## config.mk

```make
export PLATFORM = sky130hd
export DESIGN_NAME = fetch_queue_flat
export DESIGN_NICKNAME = d
export VERILOG_FILES = /design/src/rtl/fetch_queue_if.sv /design/src/rtl/fetch_queue.sv /design/src/flat_wrapper.sv
export SDC_FILE = /design/constraint.sdc
export NUM_CORES = 1
export LEC_CHECK = 0
export CAP_MARGIN = 5
export CORE_MARGIN = 10
export CORE_UTILIZATION = 55
export DETAILED_ROUTE_END_ITERATION = 10
export PLACE_DENSITY_LB_ADDON = 0.15
export SETUP_SLACK_MARGIN = 0.05
export SYNTH_ARGS = -nofsm -noshare
export SYNTH_HDL_FRONTEND = slang
export SYNTH_SLANG_ARGS = --single-unit
```

## constraint.sdc

```tcl
create_clock -name clk -period 3.7 [get_ports clk]
set_clock_uncertainty 0.2 [all_clocks]
set_input_delay 0.37 -clock clk [delete_from_list [all_inputs] [get_ports clk]]
set_output_delay 0.37 -clock clk [all_outputs]
set_load 0.01 [all_outputs]
```

## src/rtl/fetch_queue_if.sv

```systemverilog
// Fetch-to-decode handshake bundle for fetch_queue.
// The slave modport is the queue side and the master modport is the fetch/decode side.
interface fetch_queue_if #(
  parameter int DEPTH = 4
) ();
  localparam int CW = $clog2(DEPTH) + 1;

  logic          flush_i;
  logic          push_valid_i;
  logic [31:0]   pc_i;
  logic [31:0]   instr_i;
  logic          push_ready_o;
  logic          pop_ready_i;
  logic          pop_valid_o;
  logic [31:0]   pc_o;
  logic [31:0]   instr_o;
  logic [CW-1:0] count_o;

  modport master (
    output flush_i, push_valid_i, pc_i, instr_i, pop_ready_i,
    input  push_ready_o, pop_valid_o, pc_o, instr_o, count_o
  );

  modport slave (
    input  flush_i, push_valid_i, pc_i, instr_i, pop_ready_i,
    output push_ready_o, pop_valid_o, pc_o, instr_o, count_o
  );
endinterface

```

## src/rtl/fetch_queue.sv

```systemverilog
// Circular {pc, instr} queue between fetch and decode, with flush and no same-cycle bypass.
// Defining FETCH_QUEUE_FLUSH_CNT_EN adds a saturating flush counter output flush_cnt_o.
module fetch_queue #(
  parameter int          DEPTH     = 4,
  parameter logic [31:0] NOP_INSTR = 32'h0000_0013
) (
  input  logic         clk,
  input  logic         reset_n,
  fetch_queue_if.slave bus
`ifdef FETCH_QUEUE_FLUSH_CNT_EN
  ,
  output logic [15:0]  flush_cnt_o
`endif
);
  localparam int            AW   = $clog2(DEPTH);
  localparam logic [AW:0]   FULL = (AW+1)'(DEPTH);

  logic [31:0]   pc_mem_q    [DEPTH];
  logic [31:0]   instr_mem_q [DEPTH];
  logic [AW-1:0] wptr_q, wptr_d;
  logic [AW-1:0] rptr_q, rptr_d;
  logic [AW:0]   count_q, count_d;
  logic          do_push, do_pop;

  // Ready/valid come only from the occupancy register, never from pop_ready_i or flush_i.
  assign bus.push_ready_o = (count_q != FULL);
  assign bus.pop_valid_o  = (count_q != '0);
  assign bus.pc_o         = bus.pop_valid_o ? pc_mem_q[rptr_q]    : 32'h0;
  assign bus.instr_o      = bus.pop_valid_o ? instr_mem_q[rptr_q] : NOP_INSTR;
  assign bus.count_o      = count_q;

  assign do_push = bus.push_valid_i && bus.push_ready_o && !bus.flush_i;
  assign do_pop  = bus.pop_valid_o  && bus.pop_ready_i  && !bus.flush_i;

  always_comb begin
    wptr_d  = wptr_q;
    rptr_d  = rptr_q;
    count_d = count_q;
    if (bus.flush_i) begin
      wptr_d  = '0;
      rptr_d  = '0;
      count_d = '0;
    end else begin
      if (do_push) wptr_d = wptr_q + AW'(1);
      if (do_pop)  rptr_d = rptr_q + AW'(1);
      case ({do_push, do_pop})
        2'b10:   count_d = count_q + (AW+1)'(1);
        2'b01:   count_d = count_q - (AW+1)'(1);
        default: count_d = count_q;
      endcase
    end
  end

  always_ff @(posedge clk or negedge reset_n) begin
    if (!reset_n) begin
      wptr_q  <= '0;
      rptr_q  <= '0;
      count_q <= '0;
    end else begin
      wptr_q  <= wptr_d;
      rptr_q  <= rptr_d;
      count_q <= count_d;
    end
  end

  // Storage is left uncleared on reset; occupancy alone decides what is valid.
  always_ff @(posedge clk) begin
    if (do_push) begin
      pc_mem_q[wptr_q]    <= bus.pc_i;
      instr_mem_q[wptr_q] <= bus.instr_i;
    end
  end

`ifdef FETCH_QUEUE_FLUSH_CNT_EN
  logic [15:0] flush_cnt_q;

  always_ff @(posedge clk or negedge reset_n) begin
    if (!reset_n) begin
      flush_cnt_q <= '0;
    end else if (bus.flush_i && (flush_cnt_q != 16'hFFFF)) begin
      flush_cnt_q <= flush_cnt_q + 16'd1;
    end
  end

  assign flush_cnt_o = flush_cnt_q;
`endif
endmodule

```

## src/flat_wrapper.sv

```systemverilog
// flat-port wrapper written by rule: the top's interface ports become plain ports
module fetch_queue_flat 
#(
  parameter int          DEPTH     = 4,
  parameter logic [31:0] NOP_INSTR = 32'h0000_0013
)
  (clk, reset_n, bus_flush_i, bus_push_valid_i, bus_pc_i, bus_instr_i, bus_pop_ready_i, bus_push_ready_o, bus_pop_valid_o, bus_pc_o, bus_instr_o, bus_count_o);
  fetch_queue_if #(.DEPTH(DEPTH)) bus_i ();
  input  logic clk;
  input  logic reset_n;
  input wire logic [$bits(bus_i.flush_i)-1:0] bus_flush_i;
  input wire logic [$bits(bus_i.push_valid_i)-1:0] bus_push_valid_i;
  input wire logic [$bits(bus_i.pc_i)-1:0] bus_pc_i;
  input wire logic [$bits(bus_i.instr_i)-1:0] bus_instr_i;
  input wire logic [$bits(bus_i.pop_ready_i)-1:0] bus_pop_ready_i;
  output wire logic [$bits(bus_i.push_ready_o)-1:0] bus_push_ready_o;
  output wire logic [$bits(bus_i.pop_valid_o)-1:0] bus_pop_valid_o;
  output wire logic [$bits(bus_i.pc_o)-1:0] bus_pc_o;
  output wire logic [$bits(bus_i.instr_o)-1:0] bus_instr_o;
  output wire logic [$bits(bus_i.count_o)-1:0] bus_count_o;
  assign bus_i.flush_i = bus_flush_i;
  assign bus_i.push_valid_i = bus_push_valid_i;
  assign bus_i.pc_i = bus_pc_i;
  assign bus_i.instr_i = bus_instr_i;
  assign bus_i.pop_ready_i = bus_pop_ready_i;
  assign bus_push_ready_o = bus_i.push_ready_o;
  assign bus_pop_valid_o = bus_i.pop_valid_o;
  assign bus_pc_o = bus_i.pc_o;
  assign bus_instr_o = bus_i.instr_o;
  assign bus_count_o = bus_i.count_o;
  fetch_queue #(.DEPTH(DEPTH), .NOP_INSTR(NOP_INSTR)) u_core (.clk(clk), .reset_n(reset_n), .bus(bus_i));
endmodule
```

Word level (Yosys, flattened, before mapping)
Memory sizes are Yosys's and may differ from the RTL's.
Cells that the tools add are included.
- bits in writable memories: 256
- flip-flop bits (word level): 7
- logic and storage cells: 31
- memories: 2
- memories (memory ; depth ; bits a word ; read ports ; clocked after memory_dff ; wr ports ; RTL line ; source):
    u_core.instr_mem_q ; 4 ; 32 ; 1 ; 0 ; 1 ; fetch_queue.sv:19 ; logic [31:0] instr_mem_q [DEPTH];
    u_core.pc_mem_q ; 4 ; 32 ; 1 ; 0 ; 1 ; fetch_queue.sv:18 ; logic [31:0] pc_mem_q [DEPTH];
- add/sub/neg operators: 4
- equal/unequal tests: 3
- reduce and logical (&&, ||, !) cells: 9
- mux-type cells: 10
- operator list (operator ; number):
    $mux W32 ; 2
    $mux W2 ; 4
    $pmux W3 S2 ; 1
    $reduce_bool A3 Y1 ; 2
    $add A2 B1 Y2 const B ; 2
    $logic_and A1 B1 Y1 ; 4
    $reduce_bool A2 Y1 ; 2
    $add A3 B1 Y3 const B ; 1
    $mux W3 ; 1
    $ne A3 B3 Y1 const B ; 1
    $sub A3 B1 Y3 const B ; 1
    $eq A2 B1 Y1 const B ; 1
    $eq A2 B2 Y1 const B ; 1
    $mux W1 ; 2
    $logic_not A1 Y1 ; 1

Depth between registers and ports, before layout
- depth in word-level cells: 6
- mapped depth: 7
- gate-level depth less buffers: 6

Least setup slack after synthesis
Ideal clock, no wire load.
- path type: register -> register
- start: register u_core.count_q[0] (netlist: u_core.bus.count_o[0])
- end: memory u_core.instr_mem_q[0][0], enable pin
- cell stages (with the launch flop): 5
- path buffers: 1
- setup time: 0.429 ns
- clock period less this slack: 3.188 ns
- arrival: 2.559 ns
- slack: 0.512 ns
- data required time: 3.071 ns
- cell sequence: dfrtp_1 > buf_2 > nor3b_2 > nor3_1 > and2_1
- word-level cells in the longest chain between the ends: 5
- ends and longest elaborated chain (what ; RTL line ; source):
    start, declared ; fetch_queue.sv:22 ; logic [AW:0] count_q, count_d;
    start signal, assigned ; fetch_queue.sv:62 ; count_q <= count_d;
    $ne A3 B3 Y1 ; fetch_queue.sv:26 ; assign bus.push_ready_o = (count_q != FULL);
    $logic_and A1 B1 Y1 (2 in series) ; fetch_queue.sv:32 ; assign do_push = bus.push_valid_i && bus.push_ready_o && !bus.flush_i;
    $mux W1 ; fetch_queue.sv:68 ; if (do_push) begin
    $mux W1 (not written as such) ; fetch_queue.sv:70 ; instr_mem_q[wptr_q] <= bus.instr_i;
    end, declared ; fetch_queue.sv:19 ;
No other way between the ends.

Worst setup path in the final report
- start: register u_core.rptr_q[0]
- end: output bus_pc_o[5]
- word-level cells in the longest chain between the ends: 2
- ends and longest elaborated chain (what ; RTL line ; source):
    start, declared ; fetch_queue.sv:21 ; logic [AW-1:0] rptr_q, rptr_d;
    start signal, assigned ; fetch_queue.sv:61 ; rptr_q <= rptr_d;
    $mem_v2 Z4 W32 ; -- ;
    $mux W32 ; fetch_queue.sv:28 ; assign bus.pc_o = bus.pop_valid_o ? pc_mem_q[rptr_q] : 32'h0;
    end, declared ; flat_wrapper.sv:18 ; output wire logic [$bits(bus_i.pc_o)-1:0] bus_pc_o;
No other way between the ends.

==> results.sh <==
export IMPL_path_cells="buf_4 -> mux4_2 -> and2_1 -> clkdlybuf4s50_1"
export IMPL_drv_cap=0
export IMPL_crit_arrival_ns=2.79
export IMPL_drive_above_1_share=0.186
export IMPL_p_int_mw=5.59
export IMPL_critical_path_top_delay_family="buffers and inverters"
export IMPL_dr_wl_met3_um=1350
export IMPL_wl_met1_um=8100
export IMPL_synth_seq_cells=263
export IMPL_yosysSeqAreaShare=0.768
export IMPL_rsz0062_at_grt="no"
export IMPL_synth_avg_cell_area_um2=21.9
export IMPL_cts_tree="done"
export IMPL_die_h_um=156
export IMPL_cp_required_ns=3.13
export IMPL_drtPass1Iterations=4
export IMPL_setup_violations=0
export IMPL_p_sw_mw=1.71
export IMPL_grt_max_degree=59
export IMPL_synth_top_area_cell="edfxtp_1"
export IMPL_cts_max_level=1
export IMPL_utilization=0.700
export IMPL_wl_met2_um=10000
export IMPL_antenna_found_initial=0
export IMPL_post_cts_resized=0
export IMPL_n_fill_cell=1134
export IMPL_placed_cell_area_mm2=0.0119
export IMPL_n_antenna_cell=0
export IMPL_drt_iter0_drc=279
export IMPL_crit_slowest_cell="dfrtp_4"
export IMPL_synth_top_area_share=0.751
export IMPL_critical_path_peak_fanout=18
export IMPL_dieWidth_um=156
export IMPL_final_cell_area_mm2=0.0127
export IMPL_period_share=0.909
export IMPL_wire_per_inst_um=23.0
export IMPL_track_usage=0.164
export IMPL_layout_min_cycle_time_ns=3.36
export IMPL_area_delta_synth_final_pct=24.2
export IMPL_synth_area_leaders="edfxtp_1, mux4_2, and2_1"
export IMPL_wirelength_um=19900
export IMPL_p_comb_frac=0.194
export IMPL_numCtsBuffers=27
export IMPL_highest_layer="met4"
export IMPL_grt_pass1_wl_um=31200
export IMPL_clk_pin_slew_ns=0.06
export IMPL_status="finished, final reports clean"
export IMPL_via_count=4945
export IMPL_root_buffer="clkbuf_16"
export IMPL_clockBufferDepth=3
export IMPL_ant_nets=0
export IMPL_synth_cell_types=35
export IMPL_io_buffers=137
export IMPL_overflow=0
export IMPL_die_area_mm2=0.0245
export IMPL_numClockSinks=263
export IMPL_syn_area_mm2=0.0102
export IMPL_synthCells=468
export IMPL_slew_violations=0
export IMPL_criticalPathCategory="reg2out"
export IMPL_worst_slew_pin_slew_ns=0.596
export IMPL_crit_buf_inv=2
export IMPL_cp_end_kind="output pin"
export IMPL_start_util=0.564
export IMPL_grt_pass1_vias=5535
export IMPL_synth_net_count=542
export IMPL_clkPwrFrac=0.332
export IMPL_maxSlewHeadroom=0.600
export IMPL_power_mw=7.30
export IMPL_power_frac_seq=0.474
export IMPL_peakVddDrop_v=0.000529
export IMPL_final_common_cell="edfxtp_1"
export IMPL_vias_per_cell=5.72
export IMPL_ys_warn_count=0
export IMPL_worst_slack_ns=0.336
export IMPL_final_cell_mix="edfxtp_1, clkdlybuf4s50_1, mux4_2, and2_1, clkbuf_16"
export IMPL_hpwl_um=12000
export IMPL_core_mm2=0.0181
export IMPL_hold_path_class="in2reg"
export IMPL_worstSetupStartpointType="register"
export IMPL_hold_viol=0
export IMPL_worst_skew_pair_late_latency_ns=0.52
export IMPL_post_place_ws_ns=0.649
export IMPL_powerDensity_mw_per_mm2=574
export IMPL_num_io_pins=138
export IMPL_p_sw_frac=0.234
export IMPL_drc_errors=0
export IMPL_gp_congestion=0.816
export IMPL_slowest_delay_ns=0.66
export IMPL_fmax_mhz=297
export IMPL_num_rows=49
export IMPL_leakagePower_nw=4.04
export IMPL_final_nets=693
export IMPL_fin_setup_tns_ns=0
==> worst reg2reg max path, cell delays in order, from the launching register on <==
cell      delay, ns
dfrtp_1        0.55
o31ai_1        0.55
nor3_1         0.13
fa_1           0.53
a21bo_2        0.22
a211oi_1       0.22
a311o_1        0.14
==> registers in the layout, summed over array words and instances (netlist names) <==
signal	cells
u_core.rptr_q	2
u_core.bus.count_o	3
u_core.instr_mem_q	128
u_core.wptr_q	2
u_core.pc_mem_q	128
==> final timing paths <==
kind | start | end | slack [ns] | depth (start not counted)
setup / recovery | u_core.rptr_q[0]$_DFFE_PN0P_ | bus_pc_o[5] | 0.34 | 4
hold / removal | bus_instr_i[2] | u_core.instr_mem_q[2][2]$_DFFE_PP_ | 0.28 | 1
setup reg to reg | u_core.bus.count_o[0]$_DFFE_PN0P_ | u_core.bus.count_o[1]$_DFFE_PN0P_ | 1.09 | 6
hold reg to reg | u_core.wptr_q[0]$_DFFE_PN0P_ | u_core.wptr_q[0]$_DFFE_PN0P_ | 0.44 | 2
max in group asynchronous | reset_n | u_core.rptr_q[0]$_DFFE_PN0P_ | 2.55 | 2
min in group asynchronous | reset_n | u_core.rptr_q[1]$_DFFE_PN0P_ | 0.47 | 2
==> power by group through the flow <==
stage	registers, mW	logic, mW	clock network (mW)
global placement	3.52	1.44	0
finish	3.46	1.42	2.42
floorplan	3.47	0.794	0
global route	3.47	1.53	2.60
detailed placement	3.52	1.45	0
CTS	3.46	1.46	2.49
==> logic make-up after synthesis <==
logic type / count (synthesis) / synth area share
AO/OA/AOI/OAI: 16 / 0.0113
XOR/XNOR: 3 / 0.00257
adder cells (fa/ha/maj): 5 / 0.00685
buffers and inverters: 31 / 0.0169
flip-flops: 263 / 0.768
multiplexers: 65 / 0.142
AND/OR/NAND/NOR: 85 / 0.0521
==> stage by stage <==
| step | std cells | hold WS, ns |
|---|---|---|
| after CTS | 865 | 0.258 |
| final | 865 | 0.282 |
| after global routing | 865 | 0.270 |
| after detailed placement | 818 | 0.408 |
| after global placement | 818 | 0.386 |
| after floorplan | 468 | -0.126 |
==> timing repair <==
item                      4_1_cts  5_1_grt
setup buffers                   0        0
hold endpoints to repair        7        0
hold buffers                    1        0
==> cell usage after synthesis <==
library cell and instances:
mux4_2 64, a21oi_1 3, nand3b_1 2, nor4b_1 1, nor3_2 1, fa_1 1, a2111oi_0 1, mux2i_1 1
nor4bb_1 1, a21bo_2 1, or2_1 3, o311ai_0 2, buf_4 2, nand3_1 2, a311o_1 1, buf_6 5
buf_2 9, o21a_1 1, and2_1 65, nor3b_2 1, ha_1 4, o31ai_1 1, o2111ai_1 1, o21ai_0 2
nor3_1 2, clkbuf_1 9, xor2_1 3, nand2_1 1, or3b_2 1, a31oi_1 2, edfxtp_1 256, dfrtp_1 7
nor2_1 5, inv_1 6, a211oi_1 1
==> layout make-up <==
class	instances	area, um2	area share
sequential	263	7870	0.619
multi-input combinational	174	2210	0.174
timing repair buffer	147	1540	0.121
clock buffer	34	702	0.0552
tap	229	287	0.0225
clock inverter	12	85.1	0.00669
inverter	6	22.5	0.00177
==> routing by layer <==
metal | track usage | up-vias
met5 | 0 | -
met4 | 0.0427 | 0
met3 | 0.0411 | 34
met2 | 0.282 | 176
met1 | 0.203 | 2527
li1 | - | 2208
Power figures use the tool's default switching activity.
